===== config.mk =====
export PLATFORM = sky130hd
export DESIGN_NAME = ps2_command_decoder
export DESIGN_NICKNAME = d
export VERILOG_FILES = /design/src/rtl/ps2_command_decoder.sv
export SDC_FILE = /design/constraint.sdc
export NUM_CORES = 1
export LEC_CHECK = 0
export BUFFER_PORTS_ARGS = -buffer_cell sky130_fd_sc_hd__buf_4
export CORE_ASPECT_RATIO = 0.75
export CORE_MARGIN = 1
export CORE_UTILIZATION = 25
export CTS_BUF_LIST = sky130_fd_sc_hd__clkbuf_16
export DETAILED_ROUTE_END_ITERATION = 12
export PLACE_DENSITY = 0.46
export SYNTH_ARGS = -nofsm -noshare
export SYNTH_HDL_FRONTEND = slang
export SYNTH_SLANG_ARGS = --single-unit

===== constraint.sdc =====
create_clock -name clk -period 4.5 [get_ports clk]
set_input_delay 0.45 -clock clk [delete_from_list [all_inputs] [get_ports clk]]
set_output_delay 0.45 -clock clk [all_outputs]
set_load 0.01 [all_outputs]

===== src/rtl/ps2_command_decoder.sv =====
// rtl/ps2_command_decoder.sv - PS/2 set-2 scan byte decoder to held-level and toggle controls
//
// Purpose: parses make/break (F0) and extended (E0) prefixes from a stream of
// PS/2 set-2 scan bytes. It drives one held-level output per configured hold
// code and one press-toggled output per configured toggle code. Typematic
// repeats of a key that is already down are ignored.
//
// Ports:
//   clk        system clock, all state on rising edge
//   rst_n      asynchronous active-low reset
//   key_code   scan byte, qualified by key_valid
//   key_valid  one-cycle strobe per received byte
//   hold_out   bit i high while key HOLD_CODES[i] is down
//   toggle_out bit j inverts on each fresh press of TOGGLE_CODES[j]
//   cmd_pulse  one-cycle pulse on a fresh make that changed any output
//   prefix_err one-cycle pulse when a prefix state times out

module ps2_command_decoder #(
  parameter int                     N_HOLD       = 5,
  parameter int                     N_TOGGLE     = 2,
  parameter logic [9*N_HOLD-1:0]    HOLD_CODES   = {9'h05A, 9'h06B, 9'h074, 9'h072, 9'h075},
  parameter logic [9*N_TOGGLE-1:0]  TOGGLE_CODES = {9'h076, 9'h029},
  parameter int                     TIMEOUT_CYC  = 1000000
) (
  input  logic                clk,
  input  logic                rst_n,
  input  logic [7:0]          key_code,
  input  logic                key_valid,
  output logic [N_HOLD-1:0]   hold_out,
  output logic [N_TOGGLE-1:0] toggle_out,
  output logic                cmd_pulse,
  output logic                prefix_err
);

  localparam int               CNT_W    = $clog2(TIMEOUT_CYC + 1);
  localparam logic [CNT_W-1:0] CNT_LAST = CNT_W'(TIMEOUT_CYC - 1);

  typedef enum logic [1:0] {
    S_IDLE    = 2'd0,
    S_BRK     = 2'd1,
    S_EXT     = 2'd2,
    S_EXT_BRK = 2'd3
  } state_t;

  state_t              state;
  logic [CNT_W-1:0]    cnt;
  logic [N_TOGGLE-1:0] down;

  logic                is_e0;
  logic                is_f0;
  logic                key_ev;
  logic                key_brk;
  logic [8:0]          key_id;
  logic [N_HOLD-1:0]   hold_hit;
  logic [N_TOGGLE-1:0] tog_hit;
  logic [N_HOLD-1:0]   hold_next;
  logic [N_TOGGLE-1:0] toggle_next;
  logic [N_TOGGLE-1:0] down_next;
  logic                fresh;

  // Decode the byte on the wire against the current prefix context. Only a
  // non-prefix byte completes a key event; the prefix state tells make/break
  // and plain/extended apart.
  always_comb begin
    is_e0   = (key_code == 8'hE0);
    is_f0   = (key_code == 8'hF0);
    key_ev  = key_valid && !is_e0 && !is_f0;
    key_brk = (state == S_BRK) || (state == S_EXT_BRK);
    key_id  = {(state == S_EXT) || (state == S_EXT_BRK), key_code};

    for (int i = 0; i < N_HOLD; i++) begin
      hold_hit[i] = key_ev && (key_id == HOLD_CODES[9*i +: 9]);
    end
    for (int j = 0; j < N_TOGGLE; j++) begin
      tog_hit[j] = key_ev && (key_id == TOGGLE_CODES[9*j +: 9]);
    end
  end

  // Next output values. A channel only reports a fresh command when its state
  // actually moves, so a repeat of a key already down leaves fresh low.
  always_comb begin
    hold_next   = hold_out;
    toggle_next = toggle_out;
    down_next   = down;
    fresh       = 1'b0;

    for (int i = 0; i < N_HOLD; i++) begin
      if (hold_hit[i]) begin
        if (key_brk) begin
          hold_next[i] = 1'b0;
        end else begin
          hold_next[i] = 1'b1;
          if (!hold_out[i]) fresh = 1'b1;
        end
      end
    end

    for (int j = 0; j < N_TOGGLE; j++) begin
      if (tog_hit[j]) begin
        if (key_brk) begin
          down_next[j] = 1'b0;
        end else if (!down[j]) begin
          down_next[j]   = 1'b1;
          toggle_next[j] = ~toggle_out[j];
          fresh          = 1'b1;
        end
      end
    end
  end

  always_ff @(posedge clk or negedge rst_n) begin
    if (!rst_n) begin
      state      <= S_IDLE;
      cnt        <= '0;
      down       <= '0;
      hold_out   <= '0;
      toggle_out <= '0;
      cmd_pulse  <= 1'b0;
      prefix_err <= 1'b0;
    end else begin
      hold_out   <= hold_next;
      toggle_out <= toggle_next;
      down       <= down_next;
      cmd_pulse  <= fresh;
      prefix_err <= 1'b0;

      if (key_valid) begin
        // Any byte restarts the wait; a byte on the final count cycle is
        // decoded normally rather than losing to the timeout.
        cnt <= '0;
        case (state)
          S_IDLE: begin
            if (is_e0)      state <= S_EXT;
            else if (is_f0) state <= S_BRK;
          end
          S_EXT: begin
            if (is_f0)       state <= S_EXT_BRK;
            else if (!is_e0) state <= S_IDLE;
          end
          S_BRK, S_EXT_BRK: begin
            if (!is_e0 && !is_f0) state <= S_IDLE;
          end
          default: state <= S_IDLE;
        endcase
      end else if (state != S_IDLE) begin
        if (cnt >= CNT_LAST) begin
          state      <= S_IDLE;
          cnt        <= '0;
          prefix_err <= 1'b1;
        end else begin
          cnt <= cnt + CNT_W'(1);
        end
      end
    end
  end

endmodule


* Yosys cells after proc, flatten, opt, wreduce, memory -nomap -nowiden
Cells that the tools add are included.
** Operators by class
- Add/sub/neg operators :: 1
- $mul :: 0
- Div/mod/pow operators :: 0
- Magnitude comparators :: 1
- Equal/unequal tests :: 15
- Shifts and indexed selects :: 0
- Multiplexer cells :: 37
- Bitwise logic cells :: 5
- Reduce and logical (&&, ||, !) cells :: 22
** Operators by type and width (number)
- 2-to-1 mux 20 bit :: 3
- == test 9 x 7 -> 1 bit, second input constant :: 6
- 2-to-1 mux 1 bit :: 25
- adder 20 x 1 -> 20 bit, second input constant :: 1
- greater-or-equal comparator 20 bit, second input constant :: 1
- == test 8 bit, second input constant :: 2
- 2-to-1 mux 2 bit :: 8
- logical AND 1 bit :: 10
- == test 9 x 6 -> 1 bit, second input constant :: 1
- != test 4 bit, second input constant :: 2
- case mux 2 bit (3 select lines) :: 1
- AND reduction 3 bit :: 2
- nonzero test 2 bit :: 3
- inverter 1 bit :: 5
- AND reduction 5 bit :: 1
- == test 2 bit, second input constant :: 2
- != test 3 bit, second input constant :: 1
- == test 2 x 1 -> 1 bit, second input constant :: 1
- logical NOT 1 bit :: 2
- logical NOT 2 bit :: 1
- logical OR 1 bit :: 2
- OR reduction 2 bit :: 1
** Word-level totals
- Register bits after elaboration :: 33
- Bits in latches :: 0
- Bits in writable memories :: 0
- ROM bits :: 0
- Bits of input ports :: 11
- Output and inout bits :: 9
- Logic and storage cells :: 94
- Memories :: 0

* Depth between registers and ports, before layout
- Depth in word-level cells :: 24
- Gate-level depth with buffers :: 7
- Mapped depth without buffers :: 6

* Worst setup path after synthesis
No wires, ideal clock.
- Kind :: reg-to-reg
- From :: reg cnt[6]
- To :: reg cnt[0]
- Library setup time :: 0.074 ns
- Data arrival time :: 1.876 ns
- Data required time :: 4.426 ns
- Setup slack :: 2.550 ns
- Cell stages (with the launch flop) :: 6
- Buffers on the path :: 0
- Period minus slack after synthesis :: 1.950 ns
- Path through :: dfrtp_1 > or4_1 > a311oi_2 > o31ai_2 > or3_1 > a21oi_2
** On the way
- Longest elaborated chain between the ends :: 4
** RTL lines
- from (decl) :: line 46 : logic [CNT_W-1:0] cnt;
- from (signal assigned) :: line 151 : cnt <= cnt + CNT_W'(1);
- greater-or-equal comparator 20 bit :: line 146 : if (cnt >= CNT_LAST) begin
- 2-to-1 mux 20 bit :: line 146
- 2-to-1 mux 20 bit :: line 145 : end else if (state != S_IDLE) begin
- 2-to-1 mux 20 bit :: line 127 : if (key_valid) begin
No other way between the ends. The select of a mux whose other input is x is not followed.
A chain may end at the register's enable or synchronous reset.

* Worst setup path after layout
- From :: reg state[0]
- To :: reg cnt[17]
** On the way
- Longest elaborated chain between the ends :: 2
** RTL lines
- from (decl) :: line 45 : state_t state;
- from (signal assigned) :: line 113 : state <= S_IDLE;
- from (signal assigned) :: line 133 : if (is_e0) state <= S_EXT;
- from (signal assigned) :: line 134 : else if (is_f0) state <= S_BRK;
- nonzero test 2 bit :: line 145
- nonzero test 2 bit (no source line)
No other way between the ends.

==> results.md <==
- WL/cell: 13.1 um
- Netlist cell types: 47
- Post-route minimum period: 2330 ps
- Layout cells sized above 1: 17.5%
- Post-synth ARST share: 100%
- Fin nets: 222
- Worst setup EP type: register
- RSZ-0062 raised after global routing: no
- Max VDD drop: 0.153 mV
- PnR worst setup slack: 2170 ps
- Startpoint class of the critical path: register
- Detail Route Antenna Nets: 0
- Number of flops mapped to enable cells by yosys: 0
- GRT Total Usage: 11.9%
- Ant. Diodes: 0
- Commonest non-fill, non-tap cell in the layout: dfrtp_1
- Number of vias per cell: 4.69
- Largest fanout on the critical path: 17
- Cts bufs inserted: 5
- Drt pass-1 iters: 4
- Worst-Skew Late Latency: 270 ps
- Power share of the clock group: 46.3%
- Setup TNS: 0 ps
- Syn_area_per_cell: 9.46 um2
- Sequential share of power: 45.8%
- Flop2flop setup slack: 2170 ps
- Largest net degree at the start of global routing: 34
- CTS tree: done
- Gpl congestion: 0.747
- CTS clk-pin slew, worst paths: 50 ps
- Synthesized cell area: 1800 um2
- FP Rows: 26
- Tot Pwr: 0.683 mW
- Tcrit/Tclk final: 51.8%
- Comb power frac: 7.9%
- Clk sinks: 33
- Post-route DRC: 0
- Kind of critical path: register to register
- PwrDens: 314 nW/um2
- Worst-margin pin slew: 912 ps
- Synth warnings: 0
- CP most frequent cell: nor2_1
- Full die area: 7530 um2
- FF-to-FF Start: state[0]$_DFFE_PN0P_
- Congestion Overflow GR: 0
- # setup viols final: 0
- Leak: 0.919 nW
- R2R cell count: 5
- Fmax: 0.429 GHz
- NetSw: 0.155 mW
- Initial antenna violation count: 0
- Post-CTS Setup Inserts: 0
- CP Cell Sequence: nor2_1, a2111oi_2, nand3_1, xor2_1, nor2_1
- IO Pins: 20
- Critical Path AT: 2480 ps
- Routed WL: 4060 um
- Vias in the first global route: 1401
- Die Y: 75.4 um
- Slew Limit Fails: 0
- First-pass GRT wire length: 6940 um
- Crit-path max cell delay: 790 ps
- Max cap viols: 0
- Synth Flop Type: dfrtp_1
- Int Power: 0.527 mW
- Violation count after the first detailed-routing iteration: 74
- Detailed placement HPWL: 2850 um
- Root Buffer: clkbuf_16
- Slew Limit Headroom: 38.6%
- Die Wd: 99.9 um
- Area grow syn2layout: 21.1%
- Sequential fraction of the synthesis area: 46.0%
- Status: finished, final reports clean
- Mapped Cells: 190
- Hold Violations, Final: 0
- Most frequent cells in the layout: dfrtp_1 (33), nor2_1 (28), buf_4 (19), nand2_1 (18), xor2_1 (11)
- Sw frac: 22.8%
- Cts repair resizes: 0
- # H-tree levels: 2
- Endpoint of the worst-slack reg-to-reg timing path: cnt[17]$_DFFE_PN0P_
- Hold-fix buffers, CTS: 0
- Initial core utilization: 26.2%
- Bufs on Longest Clock Path: 2
- Via count: 1450
- HP Class: primary input to asynchronous set/reset pin
- Crit path required time: 4640 ps
- Core ar.: 6860 um2
- Synthesis-stage register bit count: 33
- Slowest CP cell: a2111oi_2
- Place WS: 2140 ps
- Skew final: 6.76 ps
- Synth Net Count: 202
- Input/output buffers: 19
power by group through the flow:
stage	combinational (mW)	clock (mW)	sequential, mW
finish	0.0539	0.316	0.313
global route	0.0611	0.334	0.314
CTS	0.0547	0.324	0.312
detailed placement	0.0548	0	0.317
global placement	0.0547	0	0.318
floorplan	0.0251	0	0.317
worst max-delay path by stage:
stage	from	end	cells after the start
floorplan	cnt[6]$_DFFE_PN0P_	cnt[0]$_DFFE_PN0P_	5
CTS	state[0]$_DFFE_PN0P_	cnt[17]$_DFFE_PN0P_	5
detailed placement	state[0]$_DFFE_PN0P_	cnt[17]$_DFFE_PN0P_	5
global route	state[0]$_DFFE_PN0P_	cnt[17]$_DFFE_PN0P_	5
finish	state[0]$_DFFE_PN0P_	cnt[17]$_DFFE_PN0P_	5
global placement	state[0]$_DFFE_PN0P_	cnt[15]$_DFFE_PN0P_	5
layer usage:
metal / up-vias / wire length, um / share of wire [%] / global-route usage [%]
li1: 743 / - / - / -
met1: 683 / 2290 / 56 / 17.3
met2: 20 / 1610 / 40 / 17.0
met3: 4 / 102 / 2.5 / 2.84
met4: 0 / 59 / 1.5 / 4.90
met5: - / 0 / 0 / 0
synth_stat cells (all sizes together) (2+ instances only):
cell type	instances	share of area, %
nand4	4	1.4
nor3b	2	0.84
xor2	11	5.4
nor4b	2	0.98
dfrtp	33	46
clkbuf	4	0.84
nand3	9	2.5
inv	3	0.63
a21oi	5	1.6
nand2b	3	1.0
nand2	18	3.8
and4	4	1.9
o41ai	3	1.5
or4	3	1.3
o21ai	9	2.5
a21o	5	2.3
xnor2	4	1.9
mux2i	2	1.1
and3	2	0.70
or3	5	1.7
nor4	3	1.0
o22ai	2	0.70
o31ai	7	3.2
buf	2	0.49
nor2	28	5.8
sequential cells by signal (all words and copies together) (netlist names):
name	cells
prefix_err	1
cmd_pulse	1
hold_out	5
state	2
cnt	20
toggle_out	2
down	2
through the flow:
step | hold slack, ps | instances | utilization [%] | cell area, um2
final | 117 | 309 | 31.7 | 2180
after global routing | 158 | 309 | 31.7 | 2180
after CTS | 134 | 309 | 31.7 | 2180
after detailed placement | 430 | 301 | 29.7 | 2040
after global placement | 433 | 301 | 29.7 | 2040
after floorplan | 154 | 190 | - | 1800
cell type report:
| type | count | area [um2] |
|---|---|---|
| repair buffers | 19 | 143 |
| inverters | 3 | 11.3 |
| fillers | 699 | 4690 |
| clock inverters | 3 | 12.5 |
| clock buffers | 5 | 125 |
| multi-input cells | 148 | 936 |
| flip-flops and latches | 33 | 826 |
| well taps | 98 | 123 |
worst max-delay path, delay by kind of cell (launching register included):
family / cells / cell delay, ps
xor+xnor: 1 / 170
simple gates: 3 / 590
flops: 1 / 650
compound gates: 1 / 790
kinds of logic (layout without fill, tap and decap cells):
group / Yosys count / count (layout) / share of synthesized area, %
muxes: 3 / 3 / 1.74
xor gates and xnor gates: 15 / 15 / 7.31
AOI/OAI and AO/OA: 41 / 41 / 17.1
and+or+nand+nor: 88 / 88 / 25.2
DFF: 33 / 33 / 46.0
buffers and inverters: 9 / 30 / 1.95
adders and majority gates: 1 / 1 / 0.696
Note: power is estimated with default switching activity, not from simulation.
